### config.mk
export PLATFORM = sky130hd
export DESIGN_NAME = spike_window_classifier_flat
export DESIGN_NICKNAME = d
export VERILOG_FILES = /design/src/rtl/spike_window_classifier_if.sv /design/src/rtl/spike_window_classifier.sv /design/src/flat_wrapper.sv
export SDC_FILE = /design/constraint.sdc
export NUM_CORES = 1
export LEC_CHECK = 0
export ABC_AREA = 0
export CORE_ASPECT_RATIO = 0.6
export CORE_MARGIN = 1
export CORE_UTILIZATION = 60
export CTS_BUF_LIST = sky130_fd_sc_hd__clkbuf_4
export DETAILED_ROUTE_END_ITERATION = 10
export PLACE_DENSITY = 0.78
export SLEW_MARGIN = 20
export SYNTH_ARGS = -nofsm -noshare
export SYNTH_HDL_FRONTEND = slang
export SYNTH_SLANG_ARGS = --single-unit
### constraint.sdc
create_clock -name clk -period 8.9 [get_ports clk]
set_clock_uncertainty 0.1 [all_clocks]
set_input_delay 1.78 -clock clk [delete_from_list [all_inputs] [get_ports clk]]
set_output_delay 1.78 -clock clk [all_outputs]
set_load 0.05 [all_outputs]
### src/rtl/spike_window_classifier_if.sv
// Handshake and data bundle between a spiking network's output layer and the
// window classifier. The master side drives the requests and spikes; the slave side returns the result.
interface spike_window_classifier_if #(
  parameter int N_OUTPUTS = 4,
  parameter int CLS_W     = 2,
  parameter int CNT_W     = 8
) ();
  logic                 start;
  logic [N_OUTPUTS-1:0] spikes;
  logic                 busy;
  logic                 class_valid;
  logic                 class_ready;
  logic [CLS_W-1:0]     class_id;
  logic [CNT_W-1:0]     class_count;
  logic                 tie;
  logic                 no_spike;

  modport master (
    output start, spikes, class_ready,
    input  busy, class_valid, class_id, class_count, tie, no_spike
  );

  modport slave (
    input  start, spikes, class_ready,
    output busy, class_valid, class_id, class_count, tie, no_spike
  );
endinterface

### src/rtl/spike_window_classifier.sv
// Counts per-class output spikes over a fixed window and reports the argmax class.
// Optional macro SPIKE_CLASSIFIER_EARLY_EXIT_EN ends the window once any count reaches EARLY_THRESH.
module spike_window_classifier #(
  parameter int N_OUTPUTS    = 4,
  parameter int CLS_W        = 2,
  parameter int CNT_W        = 8,
  parameter int WINDOW       = 100,
  parameter int EARLY_THRESH = 32
) (
  input  logic                      clk,
  input  logic                      rst,
  spike_window_classifier_if.slave  bus
);

  typedef enum logic [1:0] {S_IDLE, S_COUNT, S_DECIDE, S_DONE} state_t;

  localparam logic [15:0] WIN_LAST = 16'(WINDOW - 1);

  state_t           r_state;
  logic [CNT_W-1:0] r_cnt [N_OUTPUTS];
  logic [15:0]      r_win;
  logic             r_busy;
  logic             r_valid;
  logic [CLS_W-1:0] r_id;
  logic [CNT_W-1:0] r_count;
  logic             r_tie;
  logic             r_no_spike;

  logic [CNT_W-1:0] w_cnt_nxt [N_OUTPUTS];
  logic [CLS_W-1:0] w_max_id;
  logic [CNT_W-1:0] w_max_cnt;
  logic             w_tie;
  logic             w_window_end;
  logic             w_go_decide;

  // Saturating increment; the all-ones value holds instead of wrapping.
  always_comb begin
    for (int i = 0; i < N_OUTPUTS; i++) begin
      // NOTE: every always_comb output gets a default first so no path can infer a latch.
      w_cnt_nxt[i] = r_cnt[i];
      if (bus.spikes[i] && (r_cnt[i] != '1))
        w_cnt_nxt[i] = r_cnt[i] + 1'b1;
    end
  end

  // Strict '>' keeps the lowest index on equal counts.
  always_comb begin
    w_max_id  = '0;
    w_max_cnt = r_cnt[0];
    w_tie     = 1'b0;
    for (int i = 1; i < N_OUTPUTS; i++) begin
      if (r_cnt[i] > w_max_cnt) begin
        w_max_cnt = r_cnt[i];
        w_max_id  = CLS_W'(i);
      end
    end
    for (int i = 0; i < N_OUTPUTS; i++) begin
      if ((r_cnt[i] == w_max_cnt) && (CLS_W'(i) != w_max_id))
        w_tie = 1'b1;
    end
    if (w_max_cnt == '0)
      w_tie = 1'b0;
  end

  assign w_window_end = (r_win == WIN_LAST);

`ifdef SPIKE_CLASSIFIER_EARLY_EXIT_EN
  localparam logic [31:0] EARLY_LIM = 32'(EARLY_THRESH);

  logic w_early;

  // Looks at next-cycle counts so the exit happens on the edge the threshold is reached.
  always_comb begin
    w_early = 1'b0;
    for (int i = 0; i < N_OUTPUTS; i++) begin
      if (32'(w_cnt_nxt[i]) >= EARLY_LIM)
        w_early = 1'b1;
    end
  end

  assign w_go_decide = w_window_end | w_early;
`else
  logic w_unused_thresh;
  assign w_unused_thresh = (EARLY_THRESH != 0);
  assign w_go_decide     = w_window_end;
`endif

  always_ff @(posedge clk or posedge rst) begin
    if (rst) begin
      r_state    <= S_IDLE;
      r_win      <= '0;
      // NOTE: the counter array is plain flops, so it is reset like any other register.
      for (int i = 0; i < N_OUTPUTS; i++)
        r_cnt[i] <= '0;
      r_busy     <= 1'b0;
      r_valid    <= 1'b0;
      r_id       <= '0;
      r_count    <= '0;
      r_tie      <= 1'b0;
      r_no_spike <= 1'b0;
    end else begin
      // NOTE: non-blocking assignments keep every flop reading pre-edge values.
      case (r_state)
        S_IDLE: begin
          if (bus.start) begin
            r_state <= S_COUNT;
            r_busy  <= 1'b1;
            r_win   <= '0;
            for (int i = 0; i < N_OUTPUTS; i++)
              r_cnt[i] <= '0;
          end
        end
        S_COUNT: begin
          for (int i = 0; i < N_OUTPUTS; i++)
            r_cnt[i] <= w_cnt_nxt[i];
          r_win <= r_win + 1'b1;
          if (w_go_decide)
            r_state <= S_DECIDE;
        end
        S_DECIDE: begin
          r_id       <= w_max_id;
          r_count    <= w_max_cnt;
          r_tie      <= w_tie;
          r_no_spike <= (w_max_cnt == '0);
          r_valid    <= 1'b1;
          r_state    <= S_DONE;
        end
        S_DONE: begin
          if (bus.class_ready) begin
            r_valid <= 1'b0;
            r_busy  <= 1'b0;
            r_state <= S_IDLE;
          end
        end
        default: r_state <= S_IDLE;
      endcase
    end
  end

  assign bus.busy        = r_busy;
  assign bus.class_valid = r_valid;
  assign bus.class_id    = r_id;
  assign bus.class_count = r_count;
  assign bus.tie         = r_tie;
  assign bus.no_spike    = r_no_spike;

endmodule

### src/flat_wrapper.sv
// flat-port wrapper written by rule: the top's interface ports become plain ports
module spike_window_classifier_flat 
#(
  parameter int N_OUTPUTS    = 4,
  parameter int CLS_W        = 2,
  parameter int CNT_W        = 8,
  parameter int WINDOW       = 100,
  parameter int EARLY_THRESH = 32
)
  (clk, rst, bus_start, bus_spikes, bus_class_ready, bus_busy, bus_class_valid, bus_class_id, bus_class_count, bus_tie, bus_no_spike);
  spike_window_classifier_if #(.N_OUTPUTS(N_OUTPUTS), .CLS_W(CLS_W), .CNT_W(CNT_W)) bus_i ();
  input  logic clk;
  input  logic rst;
  input wire logic [$bits(bus_i.start)-1:0] bus_start;
  input wire logic [$bits(bus_i.spikes)-1:0] bus_spikes;
  input wire logic [$bits(bus_i.class_ready)-1:0] bus_class_ready;
  output wire logic [$bits(bus_i.busy)-1:0] bus_busy;
  output wire logic [$bits(bus_i.class_valid)-1:0] bus_class_valid;
  output wire logic [$bits(bus_i.class_id)-1:0] bus_class_id;
  output wire logic [$bits(bus_i.class_count)-1:0] bus_class_count;
  output wire logic [$bits(bus_i.tie)-1:0] bus_tie;
  output wire logic [$bits(bus_i.no_spike)-1:0] bus_no_spike;
  assign bus_i.start = bus_start;
  assign bus_i.spikes = bus_spikes;
  assign bus_i.class_ready = bus_class_ready;
  assign bus_busy = bus_i.busy;
  assign bus_class_valid = bus_i.class_valid;
  assign bus_class_id = bus_i.class_id;
  assign bus_class_count = bus_i.class_count;
  assign bus_tie = bus_i.tie;
  assign bus_no_spike = bus_i.no_spike;
  spike_window_classifier #(.N_OUTPUTS(N_OUTPUTS), .CLS_W(CLS_W), .CNT_W(CNT_W), .WINDOW(WINDOW), .EARLY_THRESH(EARLY_THRESH)) u_core (.clk(clk), .rst(rst), .bus(bus_i));
endmodule
== Word-level counts from Yosys, hierarchy flattened ==
Index checks and enable logic that the tools add are counted.
Operators by class
  reduce and logical (&&, ||, !) cells: 22
  $lt $le $gt $ge: 3
  add/sub/neg operators: 5
  equal/unequal tests: 22
  multiplexer cells: 27
Operators with widths (count)
  $pmux W32 S2: 1
  $mux W8: 7
  $add A8 B1 Y8 const B: 4
  $eq A8 B8 Y1: 4
  $mux W32: 1
  $ne A8 B8 Y1 const B: 4
  $pmux W16 S2: 1
  $gt A8 B8 Y1: 3
  $reduce_and A3 Y1: 6
  $add A16 B1 Y16 const B: 1
  $eq A16 B7 Y1 const B: 1
  $mux W16: 1
  $mux W2: 5
  $ne A2 B1 Y1 const B: 5
  $logic_and A1 B1 Y1: 8
  $logic_not A8 Y1: 1
  $mux W1: 8
  $pmux W2 S4: 1
  $reduce_bool A2 Y1: 4
  $eq A2 B2 Y1 const B: 2
  $ne A2 B2 Y1 const A: 2
  $ne A2 B2 Y1 const B: 2
  $pmux W1 S2: 2
  $reduce_and A2 Y1: 2
  3 further kinds: 3
Storage, ports and cells
  flip-flop bits (word level): 64
  logic and storage cells: 91
  input bits: 8

== Depth between registers and ports, before layout ==
  word-level depth: 13
  gate-level depth with buffers: 34

== Worst setup path after synthesis ==
OpenSTA, ideal clock, no wires.
  path kind: reg-to-reg
  start point: register u_core.r_cnt[25] (netlist bit)
  end point: register u_core.r_tie, in the netlist u_core.bus.tie
  required time: 8.674 ns
  cell stages (with the launch flop): 33
  path buffers: 4
  data arrival time: 6.767 ns
  slack: 1.907 ns
  cells stage by stage: dfrtp_1 > clkbuf_1 > inv_1 > ha_1 > nor2b_1 > o211ai_1 > a21oi_1 > o22ai_1 > buf_2 > mux2i_1 > inv_1 > ha_1 > nand2_1 > or4_1 > a311oi_1 > or4b_1 > and3_1 > a21oi_2 > or2_1 > buf_2 > ha_1 > and3_1 > o21ai_1 > a31oi_1 > o2111a_1 > or2_0 > clkbuf_1 > or4_1 > o221ai_2 > xnor2_1 > o2111a_1 > and4_1 > o311a_1
Between the ends
  cells in the longest elaborated chain, start to end: 13
  elaborated cells on any way between the ends: 27
  those cells by class: order compare (3); eq/ne (7); mux (11); reduce/logical (6)
RTL lines
  from (decl): line spike_window_classifier.sv:20  | logic [CNT_W-1:0] r_cnt [N_OUTPUTS];
  from (signal, indexed assignment): line spike_window_classifier.sv:115  | r_cnt[i] <= w_cnt_nxt[i];
  $gt A8 B8 Y1: line spike_window_classifier.sv:52  | if (r_cnt[i] > w_max_cnt) begin
  $mux W8: line spike_window_classifier.sv:52
  $gt A8 B8 Y1: line spike_window_classifier.sv:52
  $mux W8: line spike_window_classifier.sv:52
  $gt A8 B8 Y1: line spike_window_classifier.sv:52
  $mux W8 or $mux W2 (tied branches): line spike_window_classifier.sv:52
  $eq A8 B8 Y1 or $reduce_bool A2 Y1 (tied branches): line spike_window_classifier.sv:58  | if ((r_cnt[i] == w_max_cnt) && (CLS_W'(i) != w_max_id))
  $logic_and A1 B1 Y1: line spike_window_classifier.sv:58
  $mux W1 (4 in a row): line spike_window_classifier.sv:58
  $mux W1 (*): line spike_window_classifier.sv:61  | if (w_max_cnt == '0)
  to (signal assigned): line spike_window_classifier.sv:123  | r_tie <= w_tie;
  to (decl): line spike_window_classifier.sv:26  | logic r_tie;
Mark *: on every way between the ends. The rest lies on a longest branch, timed or not.
A chain may end at the register's enable or synchronous reset.

== Final worst setup path ==
Same ends and word-level chain as after synthesis.

==> impl_metrics.json <==
{
  "cts-htree-levels": 3,
  "min_period_ps": 7940,
  "viasPerCell": 6.38,
  "min_period_over_period_pct": 89.2,
  "via_count": 4438,
  "drv_cap": 0,
  "drive_gt1_share_pct": 6.97,
  "rows": 25,
  "worstMarginPinSlew_ps": 994,
  "initial_utilization_pct": 62.5,
  "postSynthAreaPerCell_um2": 8.54,
  "grt-busiest-layer": "met1",
  "dpl.hpwl_mm": 10.0,
  "grt_max_degree": 65,
  "ys_ff_latch": 64,
  "io_pins": 22,
  "dp_slack_ps": 1170,
  "met2_usage_pct": 43.2,
  "syn_to_final_growth_pct": 6.70,
  "hold_viol_final": 0,
  "post-cts-setup-buffers": 0,
  "gr-total-overflow": 0,
  "worstSetupPathType": "reg -> reg",
  "final_antenna_net_count": 0,
  "max_clock_freq_mhz": 126,
  "globalplace.congestion": 0.957,
  "clock_latency_ps": 440,
  "synth_top_family_by_area": "simple AND/OR/NAND/NOR gates",
  "crit_arrival_ps": 8160,
  "synth_cell_type_count": 68,
  "syn_inst": 582,
  "critPathMaxFanout": 18,
  "endpoint_kind": "register",
  "drt-initial-drc-count": 484,
  "synth-adder-area-share_pct": 8.31,
  "cts_buffers": 9,
  "startpoint_type": "register",
  "status": "completed",
  "num_antenna_cells": 0,
  "fin_tns_setup_ps": 0,
  "die-area_mm2": 0.00866,
  "cts-root-buf": "clkbuf_4",
  "async_reset_ff_share_pct": 100,
  "cpMostUsedCell": "ha_1",
  "drcViolationCount": 0,
  "layout.cells.most_common": "dfrtp_1",
  "core_area_mm2": 0.00795,
  "cts_resized": 0,
  "worst_slack_ps": 962,
  "grt_usage_pct": 32.6,
  "antenna_found_initial": 0,
  "synth-edff-count": 0,
  "yosys.area_share.simple_pct": 20.8,
  "synthFlopType": "dfrtp_1",
  "clock_sinks": 64,
  "yosys_warnings": 0,
  "fin_area_mm2": 0.00530,
  "maxSlewViolCount": 0,
  "grtUsageMet1_pct": 49.4,
  "relSlewSlack_pct": 33.7,
  "synth_area_mm2": 0.00497,
  "rsz0062_at_grt": "no",
  "dr.pass1.iters": 6,
  "dieWidth_um": 119,
  "hold_buffers": 0,
  "final_net_count": 624,
  "cts.path.max_buffers": 2,
  "synth_xor_area_share_pct": 11.4,
  "synth_nets": 623,
  "worstPathRequired_ps": 9120,
  "io_buffers": 21,
  "fp.dieH_um": 72.5,
  "setup-violations-final": 0,
  "finish.utilization_pct": 66.7,
  "synth_compound_area_share_pct": 17.7,
  "worst_path_max_delay_cell": "or2_0",
  "use_met3_pct": 10.3,
  "dpl_cell_area_mm2": 0.00519,
  "final_cell_mix": "64 x dfrtp_1, 55 x nor2_1, 46 x nand2_1",
  "hold_class": "reg -> reg",
  "cpPeakStageDelay_ps": 780,
  "ys_seq_area_share_pct": 32.2,
  "grt_pass1_vias": 4037,
  "drt-total-wl_mm": 13.4,
  "cts_tree": "built",
  "wl_per_cell_um": 19.3,
  "synthMuxAreaShare_pct": 3.63,
  "grt_pass1_wl_mm": 21.5,
  "clk_pin_slew_ps": 120
}
[flip-flops by register name (all words and copies together), names as in the netlist]
register	flops
u_core.bus.busy	1
u_core.bus.class_count	8
u_core.bus.class_id	2
u_core.bus.class_valid	1
u_core.bus.no_spike	1
u_core.bus.tie	1
u_core.r_cnt	32
u_core.r_state	2
u_core.r_win	16
[kinds of logic after synthesis]
logic type | count (synthesis)
simple gates | 208
mux | 15
flops | 64
fa+ha+maj | 33
xor+xnor | 64
compound gates | 128
buf+inv | 70
[cells in the mapped netlist (all sizes together) (2+ instances only)]
| library cell | n | area share (%) |
|---|---|---|
| o2bb2ai | 3 | 0.53 |
| a21oi | 33 | 3.4 |
| mux2 | 4 | 0.91 |
| o221ai | 5 | 1.1 |
| or2 | 4 | 0.50 |
| nand3 | 16 | 1.7 |
| nor3 | 14 | 1.5 |
| o211ai | 3 | 0.45 |
| nor2b | 4 | 0.50 |
| and4 | 2 | 0.35 |
| buf | 10 | 1.3 |
| or3 | 14 | 1.8 |
| and3 | 10 | 1.3 |
| clkbuf | 27 | 2.1 |
| xnor2 | 38 | 6.8 |
| nor4 | 6 | 0.76 |
| o211a | 2 | 0.40 |
| o31ai | 8 | 1.3 |
| inv | 33 | 2.5 |
| o22ai | 3 | 0.38 |
| mux2i | 11 | 2.7 |
| o21bai | 2 | 0.30 |
| nor2 | 56 | 4.3 |
| nand2 | 46 | 3.5 |
| xor2 | 26 | 4.6 |
| nand2b | 4 | 0.50 |
| a211oi | 2 | 0.30 |
| o21a | 4 | 0.60 |
| a31oi | 4 | 0.50 |
| and2 | 2 | 0.25 |
| a22oi | 2 | 0.30 |
| a21o | 5 | 0.76 |
| dfrtp | 64 | 32 |
| o2111a | 2 | 0.45 |
| a311oi | 2 | 0.35 |
| or4 | 2 | 0.30 |
| ha | 33 | 8.3 |
| o41ai | 2 | 0.65 |
| nand4 | 26 | 3.3 |
| o311a | 2 | 0.63 |
| o21ai | 34 | 3.4 |
[worst paths after layout]
check	startpoint	end	slack (ps)	depth (start not counted)
worst max register to register	u_core.r_cnt[25]	u_core.bus.tie	960	29
min in group asynchronous	rst	u_core.bus.class_count[7]	1790	3
worst min register to register	u_core.bus.class_id[0]	u_core.bus.class_id[0]	390	1
max in group asynchronous	rst	u_core.r_cnt[31]	6350	3
worst max-delay path	u_core.r_cnt[25]	u_core.bus.tie	960	29
worst min-delay path	u_core.bus.class_id[0]	u_core.bus.class_id[0]	390	1
[through the flow]
step	cells	hold slack [ps]
after floorplan	582	384
after global placement	680	363
after detailed placement	680	367
after CTS	696	395
after global routing	696	423
final	696	394
[layer usage]
| metal | routed length, µm | up-vias |
|---|---|---|
| met2 | 5160 | 232 |
| met4 | 245 | 0 |
| li1 | - | 2081 |
| met3 | 1520 | 32 |
| met5 | 0 | - |
| met1 | 6480 | 2093 |
[area by class of cell]
class / count / area (µm²)
inverters: 33 / 124
fillers: 659 / 2640
clock inverters: 6 / 36.3
clock buffers: 10 / 75.1
multi-input cells: 448 / 3070
repair buffers: 27 / 255
flip-flops and latches: 64 / 1600
well taps: 108 / 135
[worst max-delay path: cells and delay by family, from the launching register on]
family / cells / cell delay, ps
buffers and inverters: 3 / 530
adders and majority gates: 3 / 940
AOI/OAI and AO/OA: 11 / 2110
DFF: 1 / 510
and+or+nand+nor: 10 / 2930
muxes: 2 / 670
Power is left out: the tool's default activity adds up to more than one toggle a clock period on the data nets, which glitch-free logic cannot reach.
